$ cat config.mk
export PLATFORM = sky130hd
export DESIGN_NAME = dft_compute_fadd_driver_flat
export DESIGN_NICKNAME = d
export VERILOG_FILES = /design/src/rtl/dft_compute_fadd_driver_pkg.sv /design/src/rtl/dft_compute_fadd_driver_if.sv /design/src/rtl/dft_fadd_res_fifo.sv /design/src/rtl/dft_compute_fadd_driver.sv /design/src/flat_wrapper.sv
export SDC_FILE = /design/constraint.sdc
export NUM_CORES = 1
export LEC_CHECK = 0
export BUFFER_PORTS_ARGS = -buffer_cell sky130_fd_sc_hd__buf_2
export CAP_MARGIN = 20
export CELL_PAD_IN_SITES_DETAIL_PLACEMENT = 1
export CELL_PAD_IN_SITES_GLOBAL_PLACEMENT = 2
export CORE_MARGIN = 3
export CORE_UTILIZATION = 37
export CTS_BUF_LIST = sky130_fd_sc_hd__clkbuf_4 sky130_fd_sc_hd__clkbuf_8 sky130_fd_sc_hd__clkbuf_16
export CTS_CLUSTER_SIZE = 8
export DETAILED_ROUTE_END_ITERATION = 8
export HOLD_SLACK_MARGIN = 0.08
export PLACE_DENSITY_LB_ADDON = 0.1
export RECOVER_POWER = 100
export SYNTH_ARGS = -nofsm -noshare
export SYNTH_HDL_FRONTEND = slang
export SYNTH_SLANG_ARGS = --single-unit
$ cat constraint.sdc
create_clock -name aclk -period 4.3 [get_ports aclk]
set_clock_uncertainty 0.15 [all_clocks]
set_input_delay 0.86 -clock aclk [delete_from_list [all_inputs] [get_ports aclk]]
set_output_delay 0.86 -clock aclk [all_outputs]
set_load 0.03 [all_outputs]
$ cat src/rtl/dft_compute_fadd_driver_pkg.sv
// Shared float field layout and default sizing for the fadd driver slice.
// No logic: widths, packed float type, default adder latency and result FIFO depth.
// Imported by the interface, the result FIFO and the driver top.
package dft_fadd_pkg;

    localparam int FP_EXP_W = 8;
    localparam int FP_MAN_W = 23;
    localparam int FP_W     = 32;

    typedef struct packed {
        logic                sign;
        logic [FP_EXP_W-1:0] exp;
        logic [FP_MAN_W-1:0] man;
    } fp32_t;

    localparam int DEF_LAT   = 1;
    localparam int DEF_DEPTH = 4;

endpackage

$ cat src/rtl/dft_compute_fadd_driver_if.sv
// Operand/result bundle between the environment (master) and the fadd driver (slave).
// Carries the issue handshake, unpacked operands, adder hold/return, and result handshake.
// Backpressure: in_ready/astall toward the source, out_ready from the sink.
interface dft_compute_fadd_driver_if;
    import dft_fadd_pkg::*;

    logic                in_valid;
    logic                in_ready;
    logic [FP_W-1:0]     in_a;
    logic [FP_W-1:0]     in_b;
    logic                a_sign;
    logic [FP_EXP_W-1:0] a_exp;
    logic [FP_MAN_W-1:0] a_man;
    logic                b_sign;
    logic [FP_EXP_W-1:0] b_exp;
    logic [FP_MAN_W-1:0] b_man;
    logic                astall;
    logic [FP_W-1:0]     x;
    logic                out_valid;
    logic                out_ready;
    logic [FP_W-1:0]     out_data;

    modport master (
        output in_valid, in_a, in_b, x, out_ready,
        input  in_ready, a_sign, a_exp, a_man, b_sign, b_exp, b_man,
               astall, out_valid, out_data
    );

    modport slave (
        input  in_valid, in_a, in_b, x, out_ready,
        output in_ready, a_sign, a_exp, a_man, b_sign, b_exp, b_man,
               astall, out_valid, out_data
    );

endinterface

$ cat src/rtl/dft_fadd_res_fifo.sv
// Synchronous DEPTH x W result FIFO with occupancy count and registered head.
// Latency: a push is visible at the head on the next cycle.
// Backpressure: push while full and pop while empty are ignored.
module dft_fadd_res_fifo #(
    parameter  int DEPTH = 4,
    parameter  int W     = 32,
    localparam int PW    = (DEPTH > 1) ? $clog2(DEPTH) : 1,
    localparam int CW    = $clog2(DEPTH + 1)
) (
    input  logic          aclk,
    input  logic          arst_n,
    input  logic          i_push,
    input  logic [W-1:0]  i_push_dat,
    input  logic          i_pop,
    output logic          o_vld,
    output logic [W-1:0]  o_dat,
    output logic [CW-1:0] o_cnt
);

    logic [W-1:0]  r_mem [DEPTH];
    logic [PW-1:0] r_wptr;
    logic [PW-1:0] r_rptr;
    logic [CW-1:0] r_cnt;
    logic          w_push;
    logic          w_pop;

    assign w_push = i_push & (r_cnt != CW'(DEPTH));
    assign w_pop  = i_pop & (r_cnt != '0);

    assign o_vld = (r_cnt != '0);
    assign o_dat = r_mem[r_rptr];
    assign o_cnt = r_cnt;

    // Storage is deliberately left out of reset; only pointers and count are cleared.
    always_ff @(posedge aclk) begin
        if (w_push) r_mem[r_wptr] <= i_push_dat;
    end

    always_ff @(posedge aclk or negedge arst_n) begin
        if (!arst_n) begin
            r_wptr <= '0;
            r_rptr <= '0;
            r_cnt  <= '0;
        end else begin
            if (w_push) r_wptr <= (r_wptr == PW'(DEPTH - 1)) ? '0 : r_wptr + PW'(1);
            if (w_pop)  r_rptr <= (r_rptr == PW'(DEPTH - 1)) ? '0 : r_rptr + PW'(1);
            case ({w_push, w_pop})
                2'b10:   r_cnt <= r_cnt + CW'(1);
                2'b01:   r_cnt <= r_cnt - CW'(1);
                default: r_cnt <= r_cnt;
            endcase
        end
    end

endmodule

$ cat src/rtl/dft_compute_fadd_driver.sv
// Drives an external LAT-cycle float adder and queues its sums in issue order (DFT_FADD_DRV_STATS_EN adds counters).
// Latency: issue to out_valid is LAT+1 cycles without stall.
// Backpressure: astall (= ~in_ready) holds the adder whenever queued + in-flight results could fill the FIFO.
module dft_compute_fadd_driver
    import dft_fadd_pkg::*;
#(
    parameter int LAT   = DEF_LAT,
    parameter int DEPTH = DEF_DEPTH
) (
    input  logic                     aclk,
    input  logic                     arst_n,
`ifdef DFT_FADD_DRV_STATS_EN
    output logic [31:0]              stat_ops,
    output logic [31:0]              stat_stall,
`endif
    dft_compute_fadd_driver_if.slave bus
);

    localparam int           CW      = $clog2(DEPTH + 1);
    localparam logic [CW:0]  OCC_LIM = (CW + 1)'(DEPTH);

    fp32_t          w_a;
    fp32_t          w_b;
    logic [LAT-1:0] r_vld;
    logic [CW-1:0]  w_cnt;
    logic [CW-1:0]  w_inflight;
    logic [CW:0]    w_occ;
    logic           w_astall;
    logic           w_issue;
    logic           w_retire;
    logic           w_out_vld;
    logic           w_pop;

    assign w_a = fp32_t'(bus.in_a);
    assign w_b = fp32_t'(bus.in_b);

    // Fields go out every cycle; only r_vld decides whether a slot carries a real op.
    assign bus.a_sign = w_a.sign;
    assign bus.a_exp  = w_a.exp;
    assign bus.a_man  = w_a.man;
    assign bus.b_sign = w_b.sign;
    assign bus.b_exp  = w_b.exp;
    assign bus.b_man  = w_b.man;

    always_comb begin
        w_inflight = '0;
        for (int i = 0; i < LAT; i++) begin
            w_inflight = w_inflight + CW'(r_vld[i]);
        end
    end

    // Credit check from registered state only, so a pop frees space one cycle later.
    assign w_occ    = {1'b0, w_cnt} + {1'b0, w_inflight};
    assign w_astall = (w_occ >= OCC_LIM);

    assign bus.astall   = w_astall;
    assign bus.in_ready = ~w_astall;

    assign w_issue  = bus.in_valid & ~w_astall;
    assign w_retire = r_vld[LAT-1] & ~w_astall;

    always_ff @(posedge aclk or negedge arst_n) begin
        if (!arst_n) begin
            r_vld <= '0;
        end else if (!w_astall) begin
            r_vld <= (r_vld << 1) | LAT'(w_issue);
        end
    end

    dft_fadd_res_fifo #(
        .DEPTH (DEPTH),
        .W     (FP_W)
    ) u_fifo (
        .aclk       (aclk),
        .arst_n     (arst_n),
        .i_push     (w_retire),
        .i_push_dat (bus.x),
        .i_pop      (w_pop),
        .o_vld      (w_out_vld),
        .o_dat      (bus.out_data),
        .o_cnt      (w_cnt)
    );

    assign bus.out_valid = w_out_vld;
    assign w_pop         = w_out_vld & bus.out_ready;

`ifdef DFT_FADD_DRV_STATS_EN
    logic [31:0] r_stat_ops;
    logic [31:0] r_stat_stall;

    always_ff @(posedge aclk or negedge arst_n) begin
        if (!arst_n) begin
            r_stat_ops   <= '0;
            r_stat_stall <= '0;
        end else begin
            if (w_pop)    r_stat_ops   <= r_stat_ops + 32'd1;
            if (w_astall) r_stat_stall <= r_stat_stall + 32'd1;
        end
    end

    assign stat_ops   = r_stat_ops;
    assign stat_stall = r_stat_stall;
`else
    // Statistics counters are not built in this configuration.
`endif

endmodule

$ cat src/flat_wrapper.sv
// flat-port wrapper written by rule: the top's interface ports become plain ports
module dft_compute_fadd_driver_flat import dft_fadd_pkg::*;
#(
    parameter int LAT   = DEF_LAT,
    parameter int DEPTH = DEF_DEPTH
)
  (aclk, arst_n, bus_in_valid, bus_in_a, bus_in_b, bus_x, bus_out_ready, bus_in_ready, bus_a_sign, bus_a_exp, bus_a_man, bus_b_sign, bus_b_exp, bus_b_man, bus_astall, bus_out_valid, bus_out_data);
  dft_compute_fadd_driver_if bus_i ();
  input  logic aclk;
  input  logic arst_n;
  input wire logic [$bits(bus_i.in_valid)-1:0] bus_in_valid;
  input wire logic [$bits(bus_i.in_a)-1:0] bus_in_a;
  input wire logic [$bits(bus_i.in_b)-1:0] bus_in_b;
  input wire logic [$bits(bus_i.x)-1:0] bus_x;
  input wire logic [$bits(bus_i.out_ready)-1:0] bus_out_ready;
  output wire logic [$bits(bus_i.in_ready)-1:0] bus_in_ready;
  output wire logic [$bits(bus_i.a_sign)-1:0] bus_a_sign;
  output wire logic [$bits(bus_i.a_exp)-1:0] bus_a_exp;
  output wire logic [$bits(bus_i.a_man)-1:0] bus_a_man;
  output wire logic [$bits(bus_i.b_sign)-1:0] bus_b_sign;
  output wire logic [$bits(bus_i.b_exp)-1:0] bus_b_exp;
  output wire logic [$bits(bus_i.b_man)-1:0] bus_b_man;
  output wire logic [$bits(bus_i.astall)-1:0] bus_astall;
  output wire logic [$bits(bus_i.out_valid)-1:0] bus_out_valid;
  output wire logic [$bits(bus_i.out_data)-1:0] bus_out_data;
  assign bus_i.in_valid = bus_in_valid;
  assign bus_i.in_a = bus_in_a;
  assign bus_i.in_b = bus_in_b;
  assign bus_i.x = bus_x;
  assign bus_i.out_ready = bus_out_ready;
  assign bus_in_ready = bus_i.in_ready;
  assign bus_a_sign = bus_i.a_sign;
  assign bus_a_exp = bus_i.a_exp;
  assign bus_a_man = bus_i.a_man;
  assign bus_b_sign = bus_i.b_sign;
  assign bus_b_exp = bus_i.b_exp;
  assign bus_b_man = bus_i.b_man;
  assign bus_astall = bus_i.astall;
  assign bus_out_valid = bus_i.out_valid;
  assign bus_out_data = bus_i.out_data;
  dft_compute_fadd_driver #(.LAT(LAT), .DEPTH(DEPTH)) u_core (.aclk(aclk), .arst_n(arst_n), .bus(bus_i));
endmodule
==> reports/qor.yml, run 1 <==
cts:
  cts_root_buffer: "clkbuf_16"
  cts.htree.levels: 4
  clk_path_buf_depth: 2
  numCtsBuffers: 17
  cts_setup_buffers: 0
  clk_pin_slew_worst_paths_ns: 0.05
  post_cts_resized: 0
  cts_sinks: 136
  cts_hold_buf: 0
  cts_tree: "yes"
  clk_latency_ns: 0.40
yosys:
  synth-seq-cells: 136
  synth_area_leader_cell: "edfxtp_1"
  synth_cell_types: 23
  async_flop_share_pct: 5.882
  synth_cells: 278
  netlist_area_mm2: 0.005607
  synth_edf_count: 128
  synth_area_leaders: "edfxtp_1 (69%), mux4_2 (13%), buf_4 (8.6%), dfrtp_1 (3.6%), ha_1 (1.3%)"
  synth_commonest_cells: "edfxtp_1 (128), buf_4 (64), mux4_2 (32)"
  synth_warnings: 0
  seq_area_frac_synth_pct: 72.13
  avgSynthCellArea_um2: 20.17
  synth_nets: 385
  ys.flop_type: "edfxtp_1"
  synth_top_area_share_pct: 68.56
  synth_most_common_cell: "edfxtp_1"
timing:
  period_needed_ns: 3.595
  final_hold_viol_count: 0
  rsz0062_at_grt: "no"
  drv_slew: 132
  report.final.setup_viol: 0
  finalCritPeriodShare_pct: 83.61
  slew_headroom_pct: -22.60
  fmax_ghz: 0.2781
  setup_tns_ns: 0
  max_slew.worst_pin.slew_ns: 1.839
placement:
  port_buffers: 70
  placedCellCount: 462
  dp_hpwl_um: 5703
  place_congestion: 0.6479
floorplan:
  die_h_um: 129.1
  core_area_mm2: 0.01470
  rows: 44
  initial_core_util_pct: 38.14
  die-area_mm2: 0.01667
  dieWidth_um: 129.1
  io_pins: 199
global_routing:
  grt_max_degree: 35
  gr-total-overflow: 0
  antenna_found_initial: 0
  grt_use_total_pct: 12.44
  grt_pass1_wl_um: 15040
  grt_pass1_vias: 2745
critical_path:
  cp-start-kind: "flop"
  ff2ff_setup_slack_ns: 1.10
  crit_type: "reg2out"
  crit_path_frequent_cell: "clkbuf_1"
  critPathRequiredTime_ns: 3.29
  setup.worst_path.end_class: "output pin"
  r2r-start: "u_core.u_fifo.o_cnt[1]$_DFFE_PN0P_"
  r2r-end: "u_core.u_fifo.r_mem[0][20]$_DFFE_PP_"
  crit_buf_inv: 2
  critPathTopFamily: "flip-flops"
  slowest_stage: "dfrtp_2"
  crit_fanout: 20
  critical-path-max-stage-delay_ns: 0.81
  critPathArrivalTime_ns: 2.59
  worst_r2r_path_depth: 2
  path_cells: "clkbuf_1 > mux4_2 > clkbuf_1"
routing:
  wl_met3_um: 677
  remaining_drc_errors: 0
  wl_um: 9667
  drt.antenna.violating_nets: 0
  wl_met2_um: 4827
  routed.top_layer: "met4"
  firstDrtPassIters: 4
  wl_per_cell_um: 19.61
  drt_iter0_drc: 130
  routed_via_density: 4.856
  drt-met1-wl_um: 3958
  vias: 2394
status:
  violations: "capacitance limit, slew limit"
  status: "finished, violations left"
finish:
  nNetsFinal: 404
  fillCellCount: 1422
  drive_gt1_share_pct: 22.33
  syn_to_final_growth_pct: 8.190
  fin_cells: 493
  post-route-util_pct: 41.27
  diodes: 0
power_and_ir_drop:
  finalPower_mw: 4.435
  p_per_area_mw_per_mm2: 731.2
  irDropWorstVdd_mv: 0.3136
  power.leakage_nw: 1.960
hold_path:
  hp-class: "in2async"
job:
  drv_cap: 4
[worst max path at each step]
stage                                        start               to  slack, ns  cells after the start
3_3_place_gp   u_core.u_fifo.r_rptr[0]$_DFFE_PN0P_  bus_out_data[3]       1.35                      3
6_report       u_core.u_fifo.r_rptr[0]$_DFFE_PN0P_  bus_out_data[0]       0.70                      3
3_5_place_dp   u_core.u_fifo.r_rptr[0]$_DFFE_PN0P_  bus_out_data[6]       1.34                      3
4_1_cts        u_core.u_fifo.r_rptr[0]$_DFFE_PN0P_  bus_out_data[6]       0.90                      3
2_1_floorplan   u_core.u_fifo.o_cnt[1]$_DFFE_PN0P_       bus_astall       1.93                      2
5_1_grt        u_core.u_fifo.r_rptr[0]$_DFFE_PN0P_  bus_out_data[8]       0.41                      3
[cells in the final DEF (no fill, tap or decap), types with 2 or more instances in the layout]
cell type   count
and2_1          4
buf_2           3
clkbuf_1       68
clkbuf_16      17
clkinv_1        4
clkinv_2        7
clkinvlp_4      2
dfrtp_1         6
dfrtp_2         2
edfxtp_1      128
ha_1            6
inv_1          10
mux2_1          2
mux2_2          2
mux4_2         32
nor2_1          3
xor2_1          2
[registers in the layout (all words and copies together), names as in the netlist]
register and flops:
u_core.u_fifo.r_mem 128, u_core.u_fifo.r_wptr 2, u_core.r_vld 1, u_core.u_fifo.o_cnt 3, u_core.u_fifo.r_rptr 2
[per-layer routing]
metal,up-vias,track usage (%)
met3,35,5.482
met5,-,0
met4,0,6.424
met1,1237,14.78
met2,77,19.27
li1,1045,-
[cells by family after synthesis]
logic type,after synthesis,share of synthesized area [%]
xor gates and xnor gates,3,0.4687
AOI/OAI and AO/OA,4,0.5356
DFF,136,72.13
and+or+nand+nor,9,0.9596
buffers and inverters,82,10.38
muxes,37,13.84
adders and majority gates,7,1.696
[where the power goes]
| part | total, mW | switching [mW] | leakage [nW] | internal, mW |
|---|---|---|---|---|
| sequential | 1.90 | 0.199 | 1.25 | 1.70 |
| clock | 1.22 | 0.496 | 0.248 | 0.721 |
| combinational | 1.32 | 0.831 | 0.461 | 0.486 |
[stage by stage]
step	hold slack [ns]	area [um^2]	worst slack, ns
global placement	0.3810	5665	1.351
global route	0.2733	6066	0.4127
floorplan	0.3569	5607	1.933
CTS	0.1345	6163	0.8974
finish	0.2489	6066	0.7047
detailed placement	0.3999	5665	1.342
[final cells by class]
class	instances	area (um^2)	area share [%]
repair buffers	72	277.8	4.579
clock inverters	13	65.06	1.073
multi-input cells	60	975.9	16.09
flip-flops and latches	136	4046	66.71
clock buffers	18	432.9	7.137
well taps	184	230.2	3.795
inverters	10	37.54	0.6188
(Power assumes the default switching activity.)
==> run 2, diff against run 1 <==
Settings changed: ABC_AREA from default to 1, CORE_UTILIZATION 37 to 29.
Clock period 4.3 ns to 3.3 ns, I/O delays scaled along.
==> run 2 against run 1 <==
Against the previous run: the run now ends clean; total power rose by 48%; sequential cell count did not move; clock power rose by 50%; global-route usage fell by 0.57 points; critical endpoint is now bus_out_data[14]; largest cell class unchanged; largest power group unchanged; highest routed layer unchanged.
==> reports/qor.yml, run 2 <==
finish:
  final_cell_mix: "edfxtp_1 (128), nand2_1 (114), inv_1 (79)"  # was edfxtp_1 (128), clkbuf_1 (68), mux4_2 (32)
  final_common_cell: "edfxtp_1"  # unchanged
  post-route-util_pct: 33.30  # was 41.27%
  nNetsFinal: 623  # was 404
  diodes: 0  # unchanged
  fillCellCount: 2249  # was 1422
  top_register: "u_core.u_fifo.r_mem"  # unchanged
  largest_register_ffs: 128  # unchanged
  drive_gt1_share_pct: 8.507  # was 22.33%
  final_cell_area_mm2: 0.006760  # was 0.006066 mm^2
  syn_to_final_growth_pct: 12.40  # was 8.190%
timing:
  slew_headroom_pct: 24.14  # was -22.60%
  report.final.setup_viol: 0  # unchanged
  drv_slew: 0  # was 132
  fmax_ghz: 0.3321
  period_needed_ns: 3.011
  setup_tns_ns: 0  # unchanged
  finalCritPeriodShare_pct: 91.25
  rsz0062_at_grt: "no"  # unchanged
  max_slew.worst_pin.slew_ns: 1.134  # was 1.839 ns
  final_hold_viol_count: 0  # unchanged
yosys:
  netlist_area_mm2: 0.006015  # was 0.005607 mm^2
  seq_area_frac_synth_pct: 67.24  # was 72.13%
  synth_commonest_cells: "edfxtp_1 (128), nand2_1 (114), inv_1 (78)"  # was edfxtp_1 (128), buf_4 (64), mux4_2 (32)
  synth_cell_types: 18  # was 23
  synth_area_leaders: "edfxtp_1 (64%), buf_4 (8.2%), o211ai_1 (8.0%), nand2_1 (7.1%), inv_1 (4.9%)"  # was edfxtp_1 (69%), mux4_2 (13%), buf_4 (8.6%), dfrtp_1 (3.6%), ha_1 (1.3%)
  ys.flop_type: "edfxtp_1"  # unchanged
  synth_top_area_share_pct: 63.91  # was 68.56%
  avgSynthCellArea_um2: 11.98  # was 20.17 um^2
  synth_most_common_cell: "edfxtp_1"  # unchanged
  synth_warnings: 0  # unchanged
  synth_nets: 609  # was 385
  synth_area_leader_cell: "edfxtp_1"  # unchanged
  synth-seq-cells: 136  # unchanged
  async_flop_share_pct: 5.882  # unchanged
  synth_edf_count: 128  # unchanged
  synth_cells: 502  # was 278
power_and_ir_drop:
  p_per_area_mw_per_mm2: 968.0  # was 731.2 mW/mm^2
  clkPwrFrac_pct: 28.0  # was 27.4%
  combPwrFrac_pct: 34.9  # was 29.7%
  p_sw_mw: 2.598  # was 1.525 mW
  p_sw_share_pct: 39.69  # was 34.39%
  irDropWorstVdd_mv: 0.3319  # was 0.3136 mV
  p_int_mw: 3.946  # was 2.910 mW
  power.leakage_nw: 2.543  # was 1.960 nW
  seq_power_share_pct: 37.1  # was 42.9%
floorplan:
  die_h_um: 150.0  # was 129.1 um
  initial_core_util_pct: 29.63  # was 38.14%
  io_pins: 199  # unchanged
  core_area_mm2: 0.02030  # was 0.01470 mm^2
  rows: 52  # was 44
  die-area_mm2: 0.02250  # was 0.01667 mm^2
  dieWidth_um: 150.0  # was 129.1 um
routing:
  vias: 3413  # was 2394
  wl_um: 12920  # was 9667 um
  firstDrtPassIters: 4  # unchanged
  drt_iter0_drc: 119  # was 130
  wl_per_cell_um: 16.16  # was 19.61 um
  routed_via_density: 4.272  # was 4.856
  drt.antenna.violating_nets: 0  # unchanged
  remaining_drc_errors: 0  # unchanged
placement:
  place_congestion: 0.6576  # was 0.6479
  dpl_cell_area_mm2: 0.006279  # was 0.005665 mm^2
  dp_hpwl_um: 8153  # was 5703 um
  port_buffers: 70  # unchanged
hold_path:
  hp-class: "in2reg"  # was in2async
status:
  status: "finished, final reports clean"  # was finished, violations left
critical_path:
  cp-start-kind: "flop"  # unchanged
  setup.worst_path.end_class: "output pin"  # unchanged
  critPathArrivalTime_ns: 2.20  # was 2.59 ns
  critPathRequiredTime_ns: 2.49  # was 3.29 ns
  crit_fanout: 70  # was 20
  crit_type: "reg2out"  # unchanged
cts:
  clk_pin_slew_worst_paths_ns: 0.06  # was 0.05 ns
  cts_root_buffer: "clkbuf_16"  # unchanged
  numCtsBuffers: 17  # unchanged
  clk_latency_ns: 0.41  # was 0.40 ns
  clk_path_buf_depth: 2  # unchanged
  cts_sinks: 136  # unchanged
  cts.htree.levels: 4  # unchanged
  cts_tree: "yes"  # unchanged
global_routing:
  grt_pass1_vias: 3568  # was 2745
  grt_use_total_pct: 11.87  # was 12.44%
  grt_pass1_wl_um: 19720  # was 15040 um
  gr-total-overflow: 0  # unchanged
  grt_max_degree: 71  # was 35
  antenna_found_initial: 0  # unchanged
job:
  drv_cap: 0  # was 4
## run 2: changes by cell type after synthesis, sizes merged, moves of 2 or more
| cell | delta |
|---|---|
| inv | +70 |
| mux4 | -32 |
| xor2 | -2 |
| o21ai | +3 |
| mux2 | -4 |
| nand3 | +6 |
| and2 | -4 |
| o211ai | +64 |
| nand2 | +113 |
| buf | +13 |
| nor2 | +2 |
## run 2: path summary, 6_finish.rpt
kind	from	endpoint	slack (ns)	cells past startpoint
max	u_core.u_fifo.r_rptr[0]$_DFFE_PN0P_	bus_out_data[14]	0.29	4
min	bus_in_valid	u_core.r_vld$_DFFE_PN0N_	0.30	3
max reg2reg	u_core.u_fifo.o_cnt[2]$_DFFE_PN0P_	u_core.u_fifo.r_mem[1][4]$_DFFE_PP_	0.74	4
min reg2reg	u_core.u_fifo.o_cnt[2]$_DFFE_PN0P_	u_core.u_fifo.o_cnt[2]$_DFFE_PN0P_	0.33	2
max in group asynchronous	arst_n	u_core.u_fifo.r_rptr[0]$_DFFE_PN0P_	2.01	2
min in group asynchronous	arst_n	u_core.u_fifo.o_cnt[0]$_DFFE_PN0P_	0.59	2
## run 2: layout make-up
class                      instances  area (um^2)  share of cell area (%)
tap                              270        337.8                   4.997
sequential                       136         4048                   59.87
inverter                          80        300.3                   4.442
clock buffer                      18        432.9                   6.404
multi-input combinational        201         1082                   16.01
clock inverter                    14        151.4                   2.239
timing repair buffer              80        407.9                   6.034
## run 2: cells by family (layout without fill, tap and decap cells)
family | count (synthesis) | count (layout) | share of synthesized area, %
simple gates | 126 | 126 | 8.030
xor+xnor | 1 | 1 | 0.1456
fa+ha+maj | 7 | 7 | 1.581
buf+inv | 165 | 192 | 14.77
compound gates | 67 | 67 | 8.238
flops | 136 | 136 | 67.24
## run 2: critical path, stage by stage (launching register included)
cell and delay, ns:
dfrtp_4 0.88, buf_4 0.34, o211ai_1 0.13, nand2_1 0.09, clkbuf_1 0.31
## run 2: repair_timing
action                                 CTS  global route
buffers inserted                         0             0
hold buffers                             1             0
endpoints found under the hold margin    8             0
resized for setup                        0             0
setup endpoints to repair                0             0
## run 2: power by group through the flow
stage	logic (mW)	clock network [mW]	registers [mW]
2_1_floorplan	1.91	0	2.33
3_3_place_gp	2.47	0	2.46
3_5_place_dp	2.49	0	2.46
4_1_cts	2.50	1.89	2.43
5_1_grt	2.55	1.96	2.47
6_report	2.29	1.83	2.43
## run 2: metrics by stage
step,total power [mW],hold slack [ns],instances,setup slack [ns]
2_1_floorplan,4.239,0.2144,502,0.6426
3_3_place_gp,4.926,0.3064,766,0.8261
3_5_place_dp,4.952,0.3227,766,0.8124
4_1_cts,6.818,0.2902,799,0.3642
5_1_grt,6.983,0.3164,799,0.1012
6_report,6.544,0.3026,799,0.2886
## run 2: routing by layer
layer | track usage (%) | vias up | part of all wire, % | wire, um
met1 | 13.34 | 1651 | 41 | 5354
met5 | 0 | - | 0 | 0
met3 | 2.695 | 60 | 4.1 | 524
met2 | 20.91 | 45 | 51 | 6564
met4 | 6.313 | 0 | 3.6 | 471
li1 | - | 1657 | - | -
